[config.mk]
export PLATFORM = sky130hd
export DESIGN_NAME = load_align_unit
export DESIGN_NICKNAME = d
export VERILOG_FILES = /design/src/rtl/load_align_unit.sv
export SDC_FILE = /design/constraint.sdc
export NUM_CORES = 1
export LEC_CHECK = 0
export ABC_AREA = 1
export BUFFER_PORTS_ARGS = -buffer_cell sky130_fd_sc_hd__buf_2
export CORE_UTILIZATION = 48
export CTS_CLUSTER_SIZE = 12
export DETAILED_ROUTE_END_ITERATION = 6
export PLACE_DENSITY = 0.81
export SLEW_MARGIN = 20
export SYNTH_ARGS = -nofsm -noshare
export SYNTH_HDL_FRONTEND = slang
export SYNTH_SLANG_ARGS = --single-unit
export TNS_END_PERCENT = 30
[constraint.sdc]
create_clock -name clk -period 1.65 [get_ports clk]
set_input_delay 0.0825 -clock clk [delete_from_list [all_inputs] [get_ports clk]]
set_output_delay 0.0825 -clock clk [all_outputs]
set_load 0.05 [all_outputs]
[src/rtl/load_align_unit.sv]
// Load alignment unit: one word-aligned memory read per load, then lane select and extension.
// Optional abort of stalled reads when LOAD_TIMEOUT_EN is defined.
module load_align_unit #(
    parameter int unsigned ADDR_W         = 32,
    parameter int unsigned TIMEOUT_CYCLES = 255
) (
    input  logic              clk,
    input  logic              rst,
    input  logic              ld_req,
    input  logic [ADDR_W-1:0] ld_addr,
    input  logic [1:0]        ld_size,
    input  logic              ld_signed,
    output logic              ld_busy,
    output logic              ld_valid,
    output logic [31:0]       ld_data,
    output logic              ld_err,
    output logic              mem_req,
    output logic [ADDR_W-1:0] mem_addr,
    input  logic              mem_ack,
    input  logic [31:0]       mem_rdata
);

    typedef enum logic [1:0] {StIdle, StReq, StResp} state_e;

    state_e      state_q, state_d;
    logic [1:0]  size_q;
    logic [1:0]  off_q;
    logic        signed_q;
    logic        accept;
    logic        illegal;
    logic        ack_done;
    logic        timeout;
    logic [7:0]  byte_sel;
    logic [15:0] half_sel;
    logic [31:0] extracted;

    assign accept   = (state_q == StIdle) && ld_req;
    assign ack_done = (state_q == StReq) && mem_ack;
    assign ld_busy  = (state_q != StIdle);
    assign ld_valid = (state_q == StResp);

    always_comb begin
        illegal = 1'b0;
        case (ld_size)
            2'b01:   illegal = ld_addr[0];
            2'b10:   illegal = |ld_addr[1:0];
            2'b11:   illegal = 1'b1;
            default: illegal = 1'b0;
        endcase
    end

`ifdef LOAD_TIMEOUT_EN
    localparam int unsigned CntW =
        ($clog2(TIMEOUT_CYCLES + 1) > 8) ? $clog2(TIMEOUT_CYCLES + 1) : 8;

    logic [CntW-1:0] cnt_q;

    // Fires on the TIMEOUT_CYCLES-th REQ cycle; an ack in that cycle takes priority.
    assign timeout = (state_q == StReq) && !mem_ack &&
                     (cnt_q == CntW'(TIMEOUT_CYCLES - 1));

    always_ff @(posedge clk) begin
        if (rst) begin
            cnt_q <= '0;
        end else if (accept) begin
            cnt_q <= '0;
        end else if (state_q == StReq) begin
            cnt_q <= cnt_q + 1'b1;
        end
    end
`else
    logic unused_timeout_cycles;
    assign unused_timeout_cycles = |TIMEOUT_CYCLES;
    assign timeout = 1'b0;
`endif

    always_comb begin
        byte_sel  = mem_rdata[{off_q, 3'b000} +: 8];
        half_sel  = off_q[1] ? mem_rdata[31:16] : mem_rdata[15:0];
        extracted = mem_rdata;
        case (size_q)
            2'b00:   extracted = {{24{signed_q & byte_sel[7]}}, byte_sel};
            2'b01:   extracted = {{16{signed_q & half_sel[15]}}, half_sel};
            default: extracted = mem_rdata;
        endcase
    end

    always_comb begin
        state_d = state_q;
        unique case (state_q)
            StIdle:  if (ld_req) state_d = illegal ? StResp : StReq;
            StReq:   if (mem_ack || timeout) state_d = StResp;
            StResp:  state_d = StIdle;
            default: state_d = StIdle;
        endcase
    end

    always_ff @(posedge clk) begin
        if (rst) begin
            state_q <= StIdle;
        end else begin
            state_q <= state_d;
        end
    end

    always_ff @(posedge clk) begin
        if (rst) begin
            size_q   <= 2'b00;
            off_q    <= 2'b00;
            signed_q <= 1'b0;
            mem_req  <= 1'b0;
            mem_addr <= '0;
            ld_data  <= 32'h0;
            ld_err   <= 1'b0;
        end else begin
            if (accept) begin
                size_q   <= ld_size;
                off_q    <= ld_addr[1:0];
                signed_q <= ld_signed;
                if (illegal) begin
                    ld_data <= 32'h0;
                    ld_err  <= 1'b1;
                end else begin
                    mem_req  <= 1'b1;
                    mem_addr <= {ld_addr[ADDR_W-1:2], 2'b00};
                end
            end
            if (ack_done) begin
                ld_data <= extracted;
                ld_err  <= 1'b0;
                mem_req <= 1'b0;
            end else if (timeout) begin
                ld_data <= 32'h0;
                ld_err  <= 1'b1;
                mem_req <= 1'b0;
            end
        end
    end

endmodule

**After elaboration in Yosys (flattened, before gate mapping)**

Cells that the tools add are included.

- Memories kept: 0
- Bits in latches: 0
- Output and inout bits: 68
- Bits in registers: 71
- RAM bits: 0
- Memory bits (read-only): 0
- Word-level logic and storage cells: 43
- Input bits: 71

- Equality and inequality tests: 8
- Add/sub/neg operators: 0
- Mux-type cells: 10
- Bitwise gates (word level): 3
- Div/mod/pow operators: 0
- Multiply operators: 0
- Shifts and indexed selects: 1
- Magnitude comparators: 0
- Reduce and logical (&&, ||, !) cells: 13

Operators by type and width:

| kind | number |
|---|---|
| 32-bit 2-to-1 mux | 3 |
| 32-bit one-hot mux with 2 select lines | 1 |
| 32-bit by 6-bit indexed part select with 8-bit output | 1 |
| 16-bit 2-to-1 mux | 1 |
| 2-bit AND reduction | 4 |
| 2-bit by 1-bit == test with 1-bit output, second input constant | 3 |
| 2-bit == test, second input constant | 3 |
| 2-bit 2-to-1 mux | 3 |
| 2-bit nonzero test | 3 |
| 2-bit logical NOT | 2 |
| 2-bit != test, second input constant | 2 |
| 2-bit one-hot mux with 2 select lines | 1 |
| 2-bit OR reduction | 2 |
| 1-bit one-hot mux with 3 select lines | 1 |
| 1-bit bitwise AND | 2 |
| 1-bit logical AND | 2 |
| 1-bit inverter | 1 |

**Depth between registers and ports, before layout**

Gate-level depths: netlist of the first run.

- Depth in word-level cells: 5
- Gate-level depth with buffers: 11
- Gate-level depth less buffers: 9

**Worst setup path after synthesis of the first run**

OpenSTA, ideal clock, no wires.

- Kind: reg-to-reg
- Start: register state_q[1]
- End: register ld_data[25]
- Stages on the path, launching flop included: 9
- Period minus slack after synthesis: 1.454 ns
- Buffers on the path: 1
- Path slack: 0.196 ns
- Setup time: 0.139 ns
- Data arrival time: 1.315 ns
- Required time: 1.511 ns
- Cells stage by stage: dfxtp_1 -> or2_4 -> nor2_8 -> inv_2 -> nor2_4 -> nor2_8 -> buf_6 -> nand2_1 -> a21oi_2

- Cells in the longest elaborated chain, start to end: 4
- Elaborated cells on any way between the ends: 8
- Classes of those cells: 1 x eq/ne; 1 x mux; 6 x reduce/logical

Ends and longest elaborated chain:

| element | RTL line | text |
|---|---|---|
| start, declared | 25 | `state_e state_q, state_d;` |
| start signal, assigned | 100 | `state_q <= StIdle;` |
| start signal, assigned | 102 | `state_q <= state_d;` |
| 2-bit by 1-bit == test with 1-bit output / 2-bit logical NOT (equally long branches) | 38, 37 |  |
| 1-bit logical AND (on tied branches) | 38, 37 |  |
| 2-bit nonzero test (no source line) | -- |  |
| 2-bit AND reduction (no source line) | -- |  |
| end signal, assigned | 129 | `ld_data <= extracted;` |
| end, declared | 15 | `output logic [31:0] ld_data,` |

Several ways; a longest one is shown, not always the timed one.
A chain may end at the register's enable or synchronous reset.

**Worst setup path after layout of the first run**

- Start: register state_q[0]
- End: register ld_data[27]

The elaborated chain is that of the path after synthesis.

==> results of run 1 <==
## registers in the layout (all words and copies together), names as in the netlist
| register | cells |
|---|---|
| state_q | 2 |
| mem_addr | 30 |
| ld_data | 32 |
| off_q | 2 |
| size_q | 2 |
| signed_q | 1 |
| ld_err | 1 |
| mem_req | 1 |
## timing repair
| action | 4_1_cts | 5_1_grt |
|---|---|---|
| resized for setup | 0 | 2 |
| endpoints found under the setup margin | 0 | 12 |
| hold buffers | 23 | 0 |
| endpoints found under the hold margin | 23 | 0 |
| setup buffers | 0 | 0 |
## worst max path at each step
stage | startpoint | to | slack (ns) | cells after the start
after floorplan | state_q[1] | ld_data[25] | 0.20 | 8
after global placement | state_q[0] | ld_data[25] | 0.20 | 7
after detailed placement | state_q[0] | ld_data[30] | 0.11 | 7
after CTS | state_q[0] | ld_data[30] | 0.07 | 7
after global routing | state_q[0] | ld_data[27] | 0.006 | 7
final | state_q[0] | ld_data[27] | 0.05 | 7
## synth_stat cells, types with 2 or more instances
cell / n
sky130_fd_sc_hd__nand2_2: 14
sky130_fd_sc_hd__a21oi_1: 67
sky130_fd_sc_hd__a21oi_2: 10
sky130_fd_sc_hd__buf_6: 5
sky130_fd_sc_hd__nor2_1: 37
sky130_fd_sc_hd__nand2_1: 149
sky130_fd_sc_hd__nand2_4: 2
sky130_fd_sc_hd__nor2_4: 2
sky130_fd_sc_hd__clkbuf_1: 15
sky130_fd_sc_hd__buf_4: 2
sky130_fd_sc_hd__nand3_1: 47
sky130_fd_sc_hd__dfxtp_1: 71
sky130_fd_sc_hd__nor2_8: 3
sky130_fd_sc_hd__o21ai_0: 14
sky130_fd_sc_hd__buf_2: 8
sky130_fd_sc_hd__inv_2: 5
sky130_fd_sc_hd__o21a_1: 2
sky130_fd_sc_hd__inv_1: 12
## final cells by class
class	count	area [um2]
clock buffer	9	124
clock inverter	7	61.3
fill	565	2290
inverter	18	70.1
multi-input combinational	354	1690
sequential	71	1420
tap	80	100
timing repair buffer	170	997
## power by group through the flow
stage          clock, mW  combinational (mW)  sequential, mW
2_1_floorplan          0               0.508            2.03
3_3_place_gp           0               0.901            1.85
3_5_place_dp           0               0.915            1.86
4_1_cts             1.34               0.960            1.82
5_1_grt             1.42                1.06            1.83
6_report            1.32               0.984            1.82
## worst register-to-register path, cell delays in order (launching register included)
cell and delay, ns:
sky130_fd_sc_hd__dfxtp_1 0.40, sky130_fd_sc_hd__or2_4 0.18, sky130_fd_sc_hd__nor2_8 0.04, sky130_fd_sc_hd__inv_2 0.14, sky130_fd_sc_hd__nor2_4 0.10, sky130_fd_sc_hd__nor2_4 0.39
sky130_fd_sc_hd__nand2_1 0.13, sky130_fd_sc_hd__a21oi_2 0.16
## per-layer routing
layer	wire length, um	up-vias	GRT usage
met4	405	0	0.150
li1	-	1821	-
met3	742	48	0.0587
met2	4700	195	0.436
met1	4080	1637	0.324
met5	0	-	0
## per-stage QoR
stage,worst slack [ns],power [mW],hold slack (ns),cell area [um2],utilization
2_1_floorplan,0.196,2.54,0.217,3360,-
3_5_place_dp,0.108,2.77,0.321,4040,0.597
3_3_place_gp,0.205,2.75,0.315,4040,0.597
5_1_grt,0.00641,4.30,0.00603,4470,0.661
6_report,0.0512,4.12,0.0130,4470,0.661
4_1_cts,0.0729,4.12,0.00000308,4450,0.659
## cells by family after synthesis
| logic type | synth area share |
|---|---|
| flops | 0.424 |
| buf+inv | 0.0754 |
| other cells | 0.00112 |
| compound gates | 0.152 |
| simple gates | 0.348 |
==> results.yml, run 1 <==
floorplanning:
  io_pins: 139
  die_w_um: 85.6
  floorplan.initialDensity: 0.496
  die_area_um2: 7320
  die_height_um: 85.6
  row_count: 30
  design.core.area_um2: 6760
timing:
  setup_viol: 0
  rsz0062_at_grt: "false"
  finClkSkew_ns: 0.0174
  final_min_period_over_clock_period: 0.969
  clock.fmax_ghz: 0.625
  maxSlewViolCount: 0
  final-hold-violation-count: 0
  tns_ns: 0
  finalCriticalPeriod_ns: 1.60
yosys:
  ys_warn_count: 0
  yosys_register_bits: 71
  netlist.area_leader.share: 0.424
  synth-seq-area-share: 0.424
  synth.largest_area_cell: "sky130_fd_sc_hd__dfxtp_1"
  post_synth_inst_count: 472
  post_synth_cell_types: 25
  postSynthAreaPerCell_um2: 7.10
  async_flop_share: 0
  post_synth_instance_area_um2: 3350
  edff_count_synth: 0
  synth_area_leaders: "sky130_fd_sc_hd__dfxtp_1, sky130_fd_sc_hd__nand2_1, sky130_fd_sc_hd__a21oi_1"
  ys.flop_type: "sky130_fd_sc_hd__dfxtp_1"
finish:
  most-common-layout-cells: "sky130_fd_sc_hd__nand2_1, sky130_fd_sc_hd__buf_2, sky130_fd_sc_hd__dfxtp_1, sky130_fd_sc_hd__a21oi_1, sky130_fd_sc_hd__nand3_1"
  insertedDiodeCount: 0
  layoutNonFillerInstCount: 709
  layout-area-overhead-vs-synth_pct: 33.3
  mostFrequentLayoutCell: "sky130_fd_sc_hd__nand2_1"
  layout-drive-gt1-share: 0.326
  design.final.nets: 695
grt:
  grt_max_degree: 34
  grt_first_pass_wirelength_um: 15400
  antenna_found_initial: 0
  first_global_vias: 3356
  grt_usage: 0.266
  grt.overflow.total: 0
critical_path:
  slowest_stage: "sky130_fd_sc_hd__dfxtp_1"
  worstSetupStartpointType: "flop"
  critical-path-top-cell-by-count: "sky130_fd_sc_hd__nor2_4"
  r2r-end: "ld_data[27]"
  setup.reg_to_reg.worst_slack_ns: 0.05
  endpoint_kind: "flop"
  timing.critical_path.fanout_max: 16
  critical_path_required_ns: 1.93
  worst-path-buf-inv: 1
  critical_path.cell_chain: "or2_4 > nor2_8 > inv_2 > nor2_4 > nor2_4 > nand2_1 > a21oi_2"
  rr_startpoint: "state_q[0]"
  max_stage_delay_ns: 0.40
  critical_path.top_delay_family: "simple AND/OR/NAND/NOR gates"
  worst-endpoint-arrival_ns: 1.88
  path_class: "reg -> reg"
  worst_r2r_path_depth: 7
routing:
  avgRoutedWirePerCell_um: 14.0
  detail_route.first_pass.iterations: 6
  drt_iter0_markers: 289
  drt-total-wl_um: 9930
  vias_per_cell: 5.22
  routed-via-count: 3701
  post-route-drc-count: 0
  antenna_left: 0
hold_path:
  hold_path.startpoint: "ld_addr[4]"
  timing.hold.worst_endpoint: "mem_addr[4]"
  timing.hold.worst_path_depth: 3
  hold_path.class: "in -> reg"
power:
  power.share.combinational: 0.239
  cellPowerDensity_nw_per_um2: 922
  power_switching_share: 0.354
  power.leakage_nw: 2.13
  power_frac_seq: 0.441
  internal-power_mw: 2.66
  p_switching_mw: 1.46
  clockPowerShare: 0.320
  vdd_ir_drop_max_uv: 488
clocking:
  clock_sinks: 71
  number_of_buffers_inserted_during_clock_tree_synthesis: 9
  path_clk_slew_ns: 0.07
  cts.root.buffer_cell: "sky130_fd_sc_hd__clkbuf_8"
  clockBufferDepth: 2
  cts_htree_levels: 3
  clkLatencyLatePin_ns: 0.36
  cts_tree: "done"
placed_design:
  place.detailed.instances: 669
  buffer_ports.inserted: 136
  gp_routability_congestion: 0.885
  dpl.hpwl_um: 6650
run:
  max_cap_viol_count: 0
status:
  outcome: "finished clean"
(Power assumes the default switching activity.)
==> run 2, diff against run 1 <==
Settings changed: MAX_ROUTING_LAYER set to met4.
==> run 2 against run 1 <==
  * Total power down 0.11%
  * Worst setup slack better by 0.044 ns
  * First-iteration DRC count down 35%
  * Global-route usage up 0.74 points
  * Register-to-register slack better by 0.04 ns
  * Final cell count down 0.28%
  * Clock skew down 0.0079 ns
  * Non-clock buffer count down 2
  * Flip-flop and latch count unchanged
==> results.yml, run 2 (synthesized netlist as in run 1, its figures left out) <==
status:
  outcome: "finished clean"
power:
  power.share.combinational: 0.236
  power_switching_share: 0.354
  clockPowerShare: 0.322
  p_switching_mw: 1.46
  power.leakage_nw: 2.13
  vdd_ir_drop_max_uv: 593
  internal-power_mw: 2.66
  cellPowerDensity_nw_per_um2: 925
  power_frac_seq: 0.442
hold_path:
  hold_path.class: "in -> reg"
  timing.hold.worst_path_depth: 3
  hold_path.startpoint: "ld_addr[26]"
  timing.hold.worst_endpoint: "mem_addr[26]"
clocking:
  clock_sinks: 71
  post_cts_buffers: 0
  cts.root.buffer_cell: "sky130_fd_sc_hd__clkbuf_8"
  number_of_buffers_inserted_during_clock_tree_synthesis: 9
  cts_htree_levels: 3
  clockBufferDepth: 2
  path_clk_slew_ns: 0.09
  cts_tree: "done"
  clkLatencyLatePin_ns: 0.35
finish:
  max_reg_flops: 32
  insertedDiodeCount: 0
  largestRegisters: "ld_data: 32 flops, mem_addr: 30 flops"
  design.final.nets: 693
  mostFrequentLayoutCell: "sky130_fd_sc_hd__nand2_1"
  layout-area-overhead-vs-synth_pct: 32.8
  layout-drive-gt1-share: 0.325
  most-common-layout-cells: "sky130_fd_sc_hd__nand2_1, sky130_fd_sc_hd__buf_2, sky130_fd_sc_hd__dfxtp_1, sky130_fd_sc_hd__a21oi_1, sky130_fd_sc_hd__nand3_1"
  finish.utilization: 0.659
  largest_register: "ld_data"
timing:
  rsz0062_at_grt: "true"
  hold-worst-slack_ns: 0.00366
  tns_ns: 0
  clock.fmax_ghz: 0.643
  final_min_period_over_clock_period: 0.942
  finClkSkew_ns: 0.00944
  maxSlewViolCount: 0
  final-hold-violation-count: 0
  finalCriticalPeriod_ns: 1.55
  setup_viol: 0
critical_path:
  worst-endpoint-arrival_ns: 1.84
  endpoint_kind: "flop"
  crit_start: "state_q[0]"
  critical_path.cell_chain: "or2_4 > nor2_8 > inv_2 > nor2_4 > nor2_8 > nand2_1 > a21oi_2"
  timing.critical_path.fanout_max: 33
  critical_path_required_ns: 1.93
  setup.reg_to_reg.worst_slack_ns: 0.1
  worst_r2r_path_depth: 7
  worstSetupStartpointType: "flop"
  max_stage_delay_ns: 0.38
  worst-path-buf-inv: 1
  rr_startpoint: "state_q[0]"
  critical-path-top-cell-by-count: "sky130_fd_sc_hd__nor2_8"
  slowest_stage: "sky130_fd_sc_hd__dfxtp_1"
  critical_path.top_delay_family: "simple AND/OR/NAND/NOR gates"
  r2r-end: "ld_data[22]"
  path_class: "reg -> reg"
placed_design:
  gp_routability_congestion: 0.902
  dpl.hpwl_um: 6570
  buffer_ports.inserted: 136
routing:
  antenna_left: 0
  routed-via-count: 3641
  vias_per_cell: 5.15
  post-route-drc-count: 0
  drt-total-wl_um: 9720
  detail_route.first_pass.iterations: 5
  drt_iter0_markers: 188
  avgRoutedWirePerCell_um: 13.8
grt:
  grt_first_pass_wirelength_um: 15400
  grt_usage: 0.273
  antenna_found_initial: 0
  grt_max_degree: 34
  first_global_vias: 3363
  grt.overflow.total: 0
floorplanning:
  die_height_um: 85.6
  design.core.area_um2: 6760
  die_area_um2: 7320
  io_pins: 139
  die_w_um: 85.6
  floorplan.initialDensity: 0.496
  row_count: 30
run:
  max_cap_viol_count: 0
run 2: power by group through the flow:
stage	registers (mW)	clock network [mW]	logic, mW
finish	1.82	1.33	0.972
CTS	1.82	1.33	0.947
floorplan	2.03	0	0.508
global placement	1.85	0	0.901
detailed placement	1.86	0	0.911
global route	1.83	1.42	1.05
run 2: worst reg2reg max path, cell delays in order, from the launching register on:
cell,delay [ns]
sky130_fd_sc_hd__dfxtp_1,0.38
sky130_fd_sc_hd__or2_4,0.17
sky130_fd_sc_hd__nor2_8,0.04
sky130_fd_sc_hd__inv_2,0.14
sky130_fd_sc_hd__nor2_4,0.08
sky130_fd_sc_hd__nor2_8,0.36
sky130_fd_sc_hd__nand2_1,0.16
sky130_fd_sc_hd__a21oi_2,0.16
run 2: how the worst max path moves through the flow:
stage	cells past startpoint	slack, ns	to
after floorplan	8	0.20	ld_data[25]
after global placement	7	0.21	ld_data[25]
after detailed placement	7	0.13	ld_data[27]
after CTS	7	0.09	ld_data[23]
after global routing	7	-0.02	ld_data[29]
final	7	0.1	ld_data[22]
run 2: per-layer routing:
layer,GRT usage,vias to the layer above,wire [um]
met5,-,-,0
met4,0.112,0,214
met3,0.0616,23,538
met2,0.426,144,4710
met1,0.344,1650,4260
li1,-,1824,-
run 2: layout make-up:
class | count | area [um2]
Multi-Input combinational cell | 354 | 1700
Fill cell | 586 | 2310
Timing Repair Buffer | 168 | 973
Tap cell | 80 | 100
Sequential cell | 71 | 1420
Clock buffer | 9 | 124
Inverter | 18 | 70.1
Clock inverter | 7 | 62.6
run 2: what timing repair did:
action,in CTS,in global routing
hold endpoints to repair,18,3
hold buffers,18,3
endpoints found under the setup margin,0,7
resized for setup,0,1
run 2: through the flow:
step	cell area [um2]	worst slack, ns	instances	power, mW
after global placement	4040	0.205	669	2.75
after floorplan	3360	0.196	473	2.54
after CTS	4400	0.0878	703	4.10
final	4450	0.0952	707	4.12
after global routing	4450	-0.0176	707	4.30
after detailed placement	4040	0.131	669	2.77
==> run 3, diff against run 2 <==
Settings changed: ABC_AREA 1 to not set, CORE_UTILIZATION 48 to 49, CTS_BUF_LIST set to sky130_fd_sc_hd__clkbuf_2, PLACE_DENSITY 0.81 to not set, PLACE_DENSITY_LB_ADDON set to 0.1.
==> run 3 against run 2 <==
  * Routed wire length decreased by 6.5%
  * Largest cell class is now non-clock buffers
  * Largest power group unchanged
  * Total power fell by 5.5%
  * Worst setup slack lost 0.039 ns
  * Count of clock-buffer cells in the layout grew 2
  * Critical path type is now reg -> out
  * Final cell count down 11%
==> results.yml, run 3 <==
finish:
  layout-drive-gt1-share: 0.342
  mostFrequentLayoutCell: "sky130_fd_sc_hd__buf_2"
  design.final.nets: 618
  layout-area-overhead-vs-synth_pct: 53.7
  insertedDiodeCount: 0
  largestRegisters: "ld_data: 32 flops, mem_addr: 30 flops"
  max_reg_flops: 32
  largest_register: "ld_data"
  layoutNonFillerInstCount: 627
  fill_cells: 401
  most-common-layout-cells: "sky130_fd_sc_hd__buf_2, sky130_fd_sc_hd__dlygate4sd3_1, sky130_fd_sc_hd__dfxtp_1, sky130_fd_sc_hd__nand2_1, sky130_fd_sc_hd__a21oi_1"
run:
  max_cap_viol_count: 0
yosys:
  netlist.area_leader.share: 0.460
  synthAdderAreaFrac: 0
  ys.flop_type: "sky130_fd_sc_hd__dfxtp_1"
  post_synth_instance_area_um2: 3090
  async_flop_share: 0
  edff_count_synth: 0
  post_synth_and_or_nand_nor_area_fraction: 0.170
  yosys_register_bits: 71
  post_synth_cell_types: 50
  ys_warn_count: 0
  synth_xor_xnor_area_share: 0
  synth-seq-area-share: 0.460
  dominant_combinational_cell_family_by_area_after_synthesis: "compound AO/OA/AOI/OAI gates"
  postSynthAreaPerCell_um2: 9.15
  yosys-top-cells-count: "sky130_fd_sc_hd__dfxtp_1, sky130_fd_sc_hd__nand2_1, sky130_fd_sc_hd__a21oi_1"
  synth_most_common_cell: "sky130_fd_sc_hd__dfxtp_1"
  post_synth_mux_area_share: 0.0510
  synth.largest_area_cell: "sky130_fd_sc_hd__dfxtp_1"
  post_synth_inst_count: 338
  synth_area_leaders: "sky130_fd_sc_hd__dfxtp_1, sky130_fd_sc_hd__nand2_1, sky130_fd_sc_hd__a21oi_1"
  synth-compound-area-share: 0.258
clocking:
  number_of_buffers_inserted_during_clock_tree_synthesis: 9
  cts_htree_levels: 3
  clockBufferDepth: 2
  cts.root.buffer_cell: "sky130_fd_sc_hd__clkbuf_2"
  clkLatencyLatePin_ns: 0.50
  cts_tree: "done"
  clock_sinks: 71
  path_clk_slew_ns: 0.19
timing:
  final-hold-violation-count: 0
  final_min_period_over_clock_period: 0.966
  finalCriticalPeriod_ns: 1.59
  timing_worst_slew_pin_value_ns: 0.795
  maxSlewViolCount: 0
  max-slew-margin-rel: 0.468
  tns_ns: 0
  setup_viol: 0
  rsz0062_at_grt: "true"
  finClkSkew_ns: 0.0182
  clock.fmax_ghz: 0.627
grt:
  grt.overflow.total: 0
  grt_usage: 0.291
  grt_max_degree: 33
  first_global_vias: 3043
  grt_first_pass_wirelength_um: 14200
  antenna_found_initial: 0
floorplanning:
  die_w_um: 81.4
  design.core.area_um2: 5990
  die_area_um2: 6630
  io_pins: 139
  die_height_um: 81.4
  floorplan.initialDensity: 0.516
  row_count: 28
routing:
  antenna_left: 0
  drt-total-wl_um: 9100
  routed-via-count: 3298
  post-route-drc-count: 0
  detail_route.first_pass.iterations: 4
  avgRoutedWirePerCell_um: 14.5
  drt_iter0_markers: 140
  vias_per_cell: 5.26
placed_design:
  dpl.hpwl_um: 5730
  gp_routability_congestion: 0.812
  place.detailed.instances: 539
  buffer_ports.inserted: 136
critical_path:
  worstSetupStartpointType: "flop"
  crit_start: "state_q[0]"
  worst-endpoint-arrival_ns: 1.51
  path_class: "reg -> out"
  r2r-end: "ld_data[21]"
  worst_r2r_path_depth: 5
  rr_startpoint: "off_q[1]"
  critical_path_required_ns: 1.57
  critical_path.endpoint: "ld_busy"
  setup.reg_to_reg.worst_slack_ns: 0.07
  timing.critical_path.fanout_max: 5
  endpoint_kind: "output port"
status:
  outcome: "finished clean"
hold_path:
  hold_path.class: "in -> reg"
power:
  cellPowerDensity_nw_per_um2: 819
  power.leakage_nw: 2.16
  vdd_ir_drop_max_uv: 516
-- run 3: cell types whose count changed after synthesis, sizes merged, moves of 8 or more --
cell,before,now
a32o,0,8
nor2,43,16
nand3,48,1
nand2,165,66
mux2,0,9
nand2b,0,11
a221o,0,16
a21oi,77,43
inv,18,6
-- run 3: how the worst min path moves through the flow --
stage,start,depth (start not counted),end,slack (ns)
3_5_place_dp,ld_signed,3,signed_q,0.31
5_1_grt,mem_rdata[0],4,ld_data[0],0.03
4_1_cts,mem_rdata[0],4,ld_data[0],0.04
2_1_floorplan,ld_addr[31],2,mem_addr[31],0.22
3_3_place_gp,ld_signed,3,signed_q,0.31
6_report,mem_rdata[0],4,ld_data[0],0.08
-- run 3: what timing repair did --
action / in CTS / in global routing
hold endpoints to repair: 69 / 0
setup endpoints to repair: 18 / 64
pin swaps: 1 / 2
resized for setup: 0 / 6
buffers inserted: 2 / 1
hold buffers: 69 / 0
-- run 3: cell type report --
class                           instances  area [um2]  share of cell area
Multi-Input combinational cell        235        1520               0.319
Clock buffer                           11        55.1              0.0116
Clock inverter                          5        72.6              0.0153
Sequential cell                        71        1430               0.300
Tap cell                               75        93.8              0.0197
Timing Repair Buffer                  224        1560               0.329
Inverter                                6        22.5             0.00474
-- run 3: report_power, final --
| group | internal, mW | leakage [nW] | switching [mW] |
|---|---|---|---|
| Sequential | 1.78 | 0.578 | 0.0437 |
| Combinational | 0.396 | 1.51 | 0.559 |
| Clock | 0.503 | 0.0810 | 0.606 |
-- run 3: critical path, stage by stage (launching register included) --
cell                      delay [ns]
sky130_fd_sc_hd__dfxtp_2        0.39
sky130_fd_sc_hd__buf_4          0.14
sky130_fd_sc_hd__or2_2          0.26
sky130_fd_sc_hd__buf_2          0.21
-- run 3: stage by stage --
| stage | setup slack [ns] | util | total power [mW] | area (um2) | hold slack (ns) |
|---|---|---|---|---|---|
| floorplan | 0.124 | - | 2.42 | 3100 | 0.219 |
| global placement | -0.0476 | 0.647 | 2.65 | 3870 | 0.307 |
| detailed placement | -0.0814 | 0.648 | 2.67 | 3880 | 0.312 |
| CTS | -0.00545 | 0.789 | 3.89 | 4730 | 0.0362 |
| global route | -0.0139 | 0.793 | 4.06 | 4750 | 0.0319 |
| finish | 0.0557 | 0.793 | 3.89 | 4750 | 0.0776 |
-- run 3: metal layers --
metal / up-vias / GRT usage / wire length (um)
met5: - / - / 0
met1: 1544 / 0.345 / 3760
met3: 11 / 0.0500 / 517
li1: 1625 / - / -
met4: 0 / 0.118 / 108
met2: 118 / 0.488 / 4710
-- run 3: logic make-up (layout without fill, tap and decap cells) --
family,Yosys count,after routing
other cells,1,2
buf+inv,33,246
flops,71,71
mux,13,13
compound gates,111,111
simple gates,109,109
